==> src/rtl/ate_strobe_capture_pkg.sv <==
// Shared definitions for the ATE strobe capture block: FSM encoding,
// default parameter values and the mismatch counter width.
package ate_strobe_capture_pkg;

  localparam int DEF_DATA_W    = 8;
  localparam int DEF_WIN_W     = 5;
  localparam int DEF_BUF_DEPTH = 32;
  localparam int FAIL_CNT_W    = 16;

  typedef enum logic [1:0] {
    ST_IDLE = 2'd0,
    ST_WAIT = 2'd1,
    ST_COPY = 2'd2
  } cap_state_e;

endpackage

==> src/rtl/ate_cap_fifo.sv <==
// Capture FIFO: registered read port, push succeeds when full if a pop
// happens in the same cycle, clr empties the queue.
module ate_cap_fifo #(
  parameter int DATA_W = 8,
  parameter int DEPTH  = 32,
  localparam int AW    = $clog2(DEPTH),
  localparam int CW    = AW + 1
) (
  input  logic              clk,
  input  logic              rst,
  input  logic              clr,
  input  logic              push,
  input  logic [DATA_W-1:0] push_data,
  input  logic              pop,
  output logic [DATA_W-1:0] pop_data,
  output logic              pop_valid,
  output logic              full,
  output logic              empty,
  output logic [CW-1:0]     count
);

  logic [DATA_W-1:0] mem [DEPTH];
  logic [AW-1:0]     wr_ptr;
  logic [AW-1:0]     rd_ptr;
  logic              do_push;
  logic              do_pop;

  assign empty   = (count == '0);
  assign full    = (count == CW'(DEPTH));
  assign do_pop  = pop && !empty;
  assign do_push = push && (!full || do_pop);

  always_ff @(posedge clk) begin
    if (rst) begin
      wr_ptr    <= '0;
      rd_ptr    <= '0;
      count     <= '0;
      pop_valid <= 1'b0;
      pop_data  <= '0;
    end else if (clr) begin
      wr_ptr    <= '0;
      rd_ptr    <= '0;
      count     <= '0;
      pop_valid <= 1'b0;
    end else begin
      pop_valid <= do_pop;
      if (do_pop) begin
        pop_data <= mem[rd_ptr];
        rd_ptr   <= rd_ptr + 1'b1;
      end
      if (do_push) wr_ptr <= wr_ptr + 1'b1;
      case ({do_push, do_pop})
        2'b10:   count <= count + 1'b1;
        2'b01:   count <= count - 1'b1;
        default: ;
      endcase
    end
  end

  always_ff @(posedge clk) begin
    if (do_push && !rst && !clr) mem[wr_ptr] <= push_data;
  end

endmodule

==> src/rtl/ate_strobe_capture.sv <==
// Strobe-triggered window capture: a history ring of valid DQ samples is
// copied around each strobe (BACK past, FRONT future) into a FIFO, with
// optional masked compare against an expected value.
module ate_strobe_capture
  import ate_strobe_capture_pkg::*;
#(
  parameter int DATA_W     = DEF_DATA_W,
  parameter int WIN_W      = DEF_WIN_W,
  parameter int BUF_DEPTH  = DEF_BUF_DEPTH,
  localparam int HIST_DEPTH = 2 ** (WIN_W + 1),
  localparam int CNT_W      = $clog2(BUF_DEPTH) + 1
) (
  input  logic                  CLK,
  input  logic                  RST,
  input  logic [DATA_W-1:0]     DQ,
  input  logic                  DQ_VALID,
  input  logic                  STRB,
  input  logic [WIN_W-1:0]      STRB_BACK,
  input  logic [WIN_W-1:0]      STRB_FRONT,
  input  logic                  MODE,
  input  logic [DATA_W-1:0]     EXP_DATA,
  input  logic [DATA_W-1:0]     MASK,
  input  logic                  CLR,
  input  logic                  RD_EN,
  output logic [DATA_W-1:0]     RD_DATA,
  output logic                  RD_VALID,
  output logic                  BUSY,
  output logic [CNT_W-1:0]      SAMP_CNT,
  output logic                  OVF,
  output logic                  FAIL,
  output logic                  STRB_MISS,
  output logic [FAIL_CNT_W-1:0] FAIL_CNT,
  output cap_state_e            DBG_STATE
);

  localparam int PTR_W = WIN_W + 1;

  logic [DATA_W-1:0] hist [HIST_DEPTH];
  logic [PTR_W-1:0]  wp;

  cap_state_e        state;
  cap_state_e        state_nx;
  logic [PTR_W-1:0]  vcnt;
  logic [PTR_W-1:0]  front_tgt_q;
  logic [PTR_W-1:0]  win_len_q;
  logic [PTR_W-1:0]  rd_ptr;
  logic [PTR_W-1:0]  left;
  logic [DATA_W-1:0] exp_q;
  logic [DATA_W-1:0] mask_q;
  logic              mode_q;

  logic [PTR_W-1:0]  win_len_in;
  logic [PTR_W-1:0]  front_tgt_in;
  logic              push;
  logic              pop;
  logic [DATA_W-1:0] push_data;
  logic              mismatch;
  logic              fifo_full;
  logic              fifo_empty;

  assign win_len_in   = PTR_W'(STRB_BACK) + PTR_W'(STRB_FRONT) + PTR_W'(1);
  assign front_tgt_in = PTR_W'(STRB_FRONT) + PTR_W'(1);

  // Ring keeps recording during a window; the copy reads the old contents
  // combinationally before the same-edge write lands.
  always_ff @(posedge CLK) begin
    if (RST) begin
      wp <= '0;
      for (int i = 0; i < HIST_DEPTH; i++) hist[i] <= '0;
    end else if (DQ_VALID) begin
      hist[wp] <= DQ;
      wp       <= wp + 1'b1;
    end
  end

  always_ff @(posedge CLK) begin
    if (RST) state <= ST_IDLE;
    else     state <= state_nx;
  end

  always_comb begin
    state_nx = state;
    case (state)
      ST_IDLE: if (STRB) state_nx = ST_WAIT;
      ST_WAIT: if (vcnt == front_tgt_q) state_nx = ST_COPY;
      ST_COPY: if (left == PTR_W'(1)) state_nx = ST_IDLE;
      default: state_nx = ST_IDLE;
    endcase
    if (CLR) state_nx = ST_IDLE;
  end

  // Each counted sample re-aims rd_ptr so the last one leaves it at the
  // oldest entry of the window.
  always_ff @(posedge CLK) begin
    if (RST) begin
      vcnt        <= '0;
      front_tgt_q <= '0;
      win_len_q   <= '0;
      rd_ptr      <= '0;
      left        <= '0;
      exp_q       <= '0;
      mask_q      <= '0;
      mode_q      <= 1'b0;
    end else if (!CLR) begin
      case (state)
        ST_IDLE: if (STRB) begin
          front_tgt_q <= front_tgt_in;
          win_len_q   <= win_len_in;
          left        <= win_len_in;
          exp_q       <= EXP_DATA;
          mask_q      <= MASK;
          mode_q      <= MODE;
          vcnt        <= {{(PTR_W-1){1'b0}}, DQ_VALID};
          if (DQ_VALID) rd_ptr <= wp + PTR_W'(1) - win_len_in;
        end
        ST_WAIT: if (DQ_VALID && vcnt != front_tgt_q) begin
          vcnt   <= vcnt + 1'b1;
          rd_ptr <= wp + PTR_W'(1) - win_len_q;
        end
        ST_COPY: begin
          rd_ptr <= rd_ptr + 1'b1;
          left   <= left - 1'b1;
        end
        default: ;
      endcase
    end
  end

  assign push      = (state == ST_COPY) && !CLR;
  assign pop       = RD_EN && !CLR;
  assign push_data = hist[rd_ptr];
  assign mismatch  = push && mode_q && (((push_data ^ exp_q) & mask_q) != '0);

  always_ff @(posedge CLK) begin
    if (RST || CLR) begin
      OVF       <= 1'b0;
      FAIL      <= 1'b0;
      FAIL_CNT  <= '0;
      STRB_MISS <= 1'b0;
    end else begin
      if (STRB && state != ST_IDLE) STRB_MISS <= 1'b1;
      if (push && fifo_full && !(pop && !fifo_empty)) OVF <= 1'b1;
      if (mismatch) begin
        FAIL <= 1'b1;
        if (FAIL_CNT != '1) FAIL_CNT <= FAIL_CNT + 1'b1;
      end
    end
  end

  ate_cap_fifo #(
    .DATA_W (DATA_W),
    .DEPTH  (BUF_DEPTH)
  ) u_fifo (
    .clk       (CLK),
    .rst       (RST),
    .clr       (CLR),
    .push      (push),
    .push_data (push_data),
    .pop       (pop),
    .pop_data  (RD_DATA),
    .pop_valid (RD_VALID),
    .full      (fifo_full),
    .empty     (fifo_empty),
    .count     (SAMP_CNT)
  );

  assign BUSY      = (state != ST_IDLE);
  assign DBG_STATE = state;

endmodule

==> config.mk <==
export PLATFORM = sky130hd
export DESIGN_NAME = ate_strobe_capture
export DESIGN_NICKNAME = d
export VERILOG_FILES = /design/src/rtl/ate_strobe_capture_pkg.sv /design/src/rtl/ate_cap_fifo.sv /design/src/rtl/ate_strobe_capture.sv
export SDC_FILE = /design/constraint.sdc
export NUM_CORES = 1
export LEC_CHECK = 0
export CELL_PAD_IN_SITES_DETAIL_PLACEMENT = 1
export CELL_PAD_IN_SITES_GLOBAL_PLACEMENT = 2
export CORE_ASPECT_RATIO = 1.1
export CORE_UTILIZATION = 50
export DETAILED_ROUTE_END_ITERATION = 12
export PLACE_DENSITY = 0.82
export SYNTH_ARGS = -nofsm -noshare
export SYNTH_HDL_FRONTEND = slang
export SYNTH_SLANG_ARGS = --single-unit
export TNS_END_PERCENT = 5
==> constraint.sdc <==
create_clock -name CLK -period 11.3 [get_ports CLK]
set_input_delay 2.26 -clock CLK [delete_from_list [all_inputs] [get_ports CLK]]
set_output_delay 2.26 -clock CLK [all_outputs]
set_load 0.01 [all_outputs]
* Word level (Yosys, flattened, before mapping)
Memory sizes are Yosys's and may differ from the RTL's. A register that Yosys moved wholly into a read port is not among the register bits. Cells that the tools add are included.
Storage, ports and cells: bits in registers 91, memory bits (writable) 768, input bits 41, output and inout bits 37, logic and storage cells 113, memories kept 2
Memories:
- hist | depth 64, bits a word 8, read ports 1, clocked after Yosys merged registers in 1, write ports 64, line ate_strobe_capture.sv:38 | logic [DATA_W-1:0] hist [HIST_DEPTH];
- u_fifo.mem | depth 32, bits a word 8, read ports 1, clocked after Yosys merged registers in 1, write ports 1, line ate_cap_fifo.sv:22 | logic [DATA_W-1:0] mem [DEPTH];
Cells by class: $add $sub $neg 14, equality and inequality tests 14, mux-type cells 26, bitwise logic cells 3, reductions and logical operators 36
Operators by type and width (number):
- 2-to-1 mux 6 bit | 9
- case mux 6 bit (2 select lines) | 3
- adder 6 x 1 -> 6 bit, second input constant | 5
- case mux 6 bit (3 select lines) | 1
- adder 16 x 1 -> 16 bit, second input constant | 1
- inequality test 16 bit, second input constant | 1
- logical AND 1 bit | 12
- subtractor 6 x 1 -> 6 bit, second input constant | 2
- subtractor 6 bit | 2
- adder 5 x 1 -> 5 bit, second input constant | 2
- inequality test 2 bit, second input constant | 5
- AND reduction 3 bit | 3
- bitwise AND 8 bit | 1
- 2-to-1 mux 1 bit | 8
- 2-to-1 mux 8 bit | 1
- nonzero test 2 bit | 4
- nonzero test 8 bit | 1
- OR reduction 8 bit | 1
- bitwise XOR 8 bit | 1
- adder 5 x 1 -> 6 bit, second input constant | 1
- adder 5 x 5 -> 6 bit | 1
- equality test 6 x 1 -> 1 bit, second input constant | 1
- equality test 6 bit | 1
- equality test 6 bit, second input constant | 1
- 15 further kinds | 25

* Longest topological paths before layout
word-level depth 9, mapped depth 17, mapped depth without buffers 17

* Hierarchy
From an unflattened synthesis, not the netlist that was laid out.
Unflattened totals: cell total of the unflattened synthesis 2773, area, all modules 39525.4 um2
By module, submodules not included:
- ate_strobe_capture | times used 1, cells an instance 2146, area each 28366.0 um2, seq. area each 16976.3 um2
- ate_cap_fifo | times used 1, cells an instance 627, area each 11159.5 um2, seq. area each 8187.9 um2

* Worst setup path before layout
Ideal clock, no wire load.
path kind input -> register, from input STRB_BACK[0], to register with a tool-made name, setup time 132 ps, data arrival time 4831 ps, required time 11168 ps, setup slack 6337 ps, stages on the path 17, path buffers 0, cell sequence inv_1 -> ha_1 -> fa_1 -> inv_1 -> mux2_2 -> inv_1 -> ha_1 -> nor2b_1 -> o21ai_0 -> nand2b_1 -> a21o_1 -> a21oi_1 -> xnor2_1 -> xnor2_1 -> o21ai_0 -> a22oi_1 -> nor2_1
RTL lines:
- start, declared | line ate_strobe_capture.sv:18 | input logic [WIN_W-1:0] STRB_BACK,

==> results.json <==
{
  "synth-main-ff-cell": "edfxtp_1",
  "hold_viol": 0,
  "dieHeight_um": 295,
  "drtPass1Iterations": 5,
  "hp-class": "reg2reg",
  "grt_pass1_vias": 24237,
  "ys_types": 64,
  "finalSetupTns_ns": 0,
  "async_flop_share_pct": 0,
  "crit_path_start_kind": "register",
  "postCtsHoldBufs": 0,
  "synth_nets": 2747,
  "area_growth_syn_to_layout_pct": 11.6,
  "clkSlewWorstSetupHoldPaths_ns": 0.07,
  "cts_sinks": 873,
  "power_density_nw_per_um2": 165,
  "grt_pass1_wl_um": 155000,
  "cp_max_fo": 45,
  "synth_top_area_share_pct": 59.1,
  "grt_max_degree": 87,
  "overflow": 0,
  "synth-edff-count": 768,
  "p_int_mw": 5.46,
  "r2r_slack_ns": 5.80,
  "antenna_cells": 0,
  "core_um2": 77400,
  "rsz0062_at_grt": "false",
  "ctsResizeCount": 0,
  "clk_latency_ns": 0.66,
  "synth_warnings": 0,
  "wire_per_inst_um": 27.0,
  "syn_area_per_cell_um2": 14.6,
  "drcViolationCount": 0,
  "syn_area_um2": 39000,
  "max_freq_ghz": 0.182,
  "ios": 78,
  "p_sw_mw": 1.72,
  "post_cts_buffers": 0,
  "die_area_um2": 79200,
  "pwr-share-seq_pct": 51.8,
  "cts-htree-levels": 3,
  "dpl.hpwl_um": 66000,
  "finalMaxSlewViolations": 0,
  "r2r_cells": 12,
  "ant_nets": 0,
  "numPortBuffers": 77,
  "crit_arrival_ns": 6.03,
  "seq_area_frac_synth_pct": 64.5,
  "cp_data_required_time_ns": 11.83,
  "crit_type": "reg2reg",
  "rows": 107,
  "pwr-share-clk_pct": 40.3,
  "antenna_found_initial": 2,
  "avgViaCountPerCell": 5.95,
  "finalCritPeriodShare_pct": 48.7,
  "reg2reg_to": "FAIL_CNT[11]",
  "synth_cells": 2673,
  "finish.utilization_pct": 56.3,
  "irDropWorstVdd_v": 0.000163,
  "tightest_slew_ns": 1.35,
  "wl_um": 103000,
  "status": "completed",
  "fp.dieW_um": 268,
  "leakagePower_nw": 14.6,
  "tritoncts": "built",
  "root_buffer": "clkbuf_16",
  "pre_cts_ws_ns": 5.32,
  "drtIter0Drc": 1872,
  "setup_slack_ns": 5.80,
  "drive_gt1_share_pct": 14.8,
  "cts_buffer_depth": 3,
  "yosysTopAreaCell": "edfxtp_1",
  "worstSetupEndpoint": "FAIL_CNT[11]",
  "setup_viol": 0,
  "maxSlewHeadroom_pct": 8.92,
  "nets": 2781,
  "timing.final.crit_period_ns": 5.50,
  "cap_violations": 0,
  "start_util_pct": 50.5,
  "fin_skew_ns": 0.0229,
  "gp_congestion": 0.816,
  "synth_seq_cells": 873,
  "synth_area_leaders": "edfxtp_1, mux4_2, and2_1",
  "vias": 22682,
  "cp-end-kind": "register",
  "numCtsBuffers": 90,
  "swShare_pct": 23.9,
  "fill_cells": 7300,
  "grt_util_all_layers_pct": 26.6,
  "power_frac_comb_pct": 7.9
}
[sequential cells by signal (all words and copies together) (netlist names), 8 cells and up, named ones only]
signal	flops
u_fifo.mem	256
FAIL_CNT	16
mask_q	8
hist	512
exp_q	8
u_fifo.pop_data	8
[metal layers]
| metal | part of all wire, % | vias to the layer above | global-route usage [%] |
|---|---|---|---|
| met4 | 2.6 | 2 | 7.80 |
| met2 | 52 | 600 | 46.9 |
| li1 | - | 10004 | - |
| met1 | 41 | 11936 | 34.3 |
| met3 | 5.0 | 140 | 3.71 |
| met5 | 0.0068 | - | 0 |
[power by group through the flow]
stage,logic [mW],clock network (mW),registers (mW)
floorplan,0.346,0,3.75
global placement,0.552,0,3.78
finish,0.569,2.89,3.71
global route,0.606,3.04,3.72
CTS,0.575,2.94,3.71
detailed placement,0.572,0,3.78
[area by class of cell]
class / instances / area (um2) / area share [%]
Inverter: 25 / 95.1 / 0.218
Timing Repair Buffer: 129 / 1130 / 2.59
Multi-Input combinational cell: 1588 / 13000 / 29.9
Clock buffer: 118 / 2420 / 5.55
Tap cell: 1035 / 1290 / 2.97
Sequential cell: 873 / 25200 / 57.8
Clock inverter: 46 / 412 / 0.945
[critical path, stage by stage (launching register included)]
cell,delay (ns)
dfxtp_4,0.74
buf_4,0.83
nor2_1,0.35
a22oi_1,0.28
nand4_1,0.17
a41oi_1,0.55
a41o_1,0.17
buf_4,0.39
mux2i_1,0.14
a2111o_1,0.38
or4b_1,0.84
and4_1,0.35
mux2i_1,0.12
[cells in the mapped netlist (all sizes together), types with 4 or more instances]
library cell,number
a211oi,22
a21o,6
a21oi,61
a221oi,6
a22o,7
a22oi,26
a31o,4
a31oi,6
and2,520
and3,7
buf,60
clkbuf,127
dfxtp,105
edfxtp,768
ha,30
inv,25
mux2,10
mux2i,91
mux4,189
nand2,109
nand2b,13
nand3,26
nand3b,12
nand4,22
nor2,193
nor2b,11
nor3,11
o21ai,84
o22ai,9
or2,5
or3,15
or3b,4
xnor2,16
xor2,30
[logic make-up after synthesis]
| family | after synthesis | synth area share (%) |
|---|---|---|
| buf+inv | 212 | 2.27 |
| simple gates | 963 | 13.5 |
| mux | 290 | 13.5 |
| xor+xnor | 46 | 1.03 |
| fa+ha+maj | 33 | 1.12 |
| compound gates | 256 | 4.09 |
| flops | 873 | 64.5 |
[cell usage in the layout, fill, tap and decap left out, types with 10 or more instances in the layout]
| master | count |
|---|---|
| edfxtp_1 | 768 |
| and2_1 | 520 |
| nor2_1 | 192 |
| mux4_2 | 189 |
| nand2_1 | 109 |
| dfxtp_1 | 100 |
| clkbuf_16 | 91 |
| mux2i_1 | 90 |
| o21ai_0 | 75 |
| clkdlybuf4s50_1 | 68 |
| a21oi_1 | 61 |
| buf_4 | 50 |
| xor2_1 | 30 |
| ha_1 | 30 |
| nand3_1 | 26 |
| a22oi_1 | 26 |
| inv_1 | 24 |
| clkbuf_1 | 23 |
| nand4_1 | 22 |
| a211oi_1 | 21 |
| xnor2_1 | 16 |
| clkinv_1 | 16 |
| or3_1 | 15 |
| clkinv_2 | 15 |
| nand2b_1 | 13 |
| nand3b_1 | 12 |
| nor2b_1 | 11 |
| mux2_2 | 10 |
| nor3_1 | 10 |
[worst min path at each step]
stage               slack, ns  cells after the start         to       from
CTS                      0.47                      2  mask_q[2]  mask_q[2]
global placement         0.44                      2  mask_q[2]  mask_q[2]
floorplan                0.43                      2     mode_q     mode_q
finish                   0.46                      2  mask_q[2]  mask_q[2]
global route             0.48                      2  mask_q[6]  mask_q[6]
detailed placement       0.45                      2  mask_q[1]  mask_q[1]
[per-stage QoR]
stage | cell area (um2) | cells | hold slack, ns | power (mW)
after floorplan | 39000 | 2673 | 0.432 | 4.10
after global placement | 40700 | 3649 | 0.442 | 4.33
after detailed placement | 40700 | 3649 | 0.454 | 4.35
after CTS | 43600 | 3813 | 0.466 | 7.22
after global routing | 43600 | 3814 | 0.479 | 7.37
final | 43600 | 3814 | 0.463 | 7.17
(Power assumes the default switching activity.)
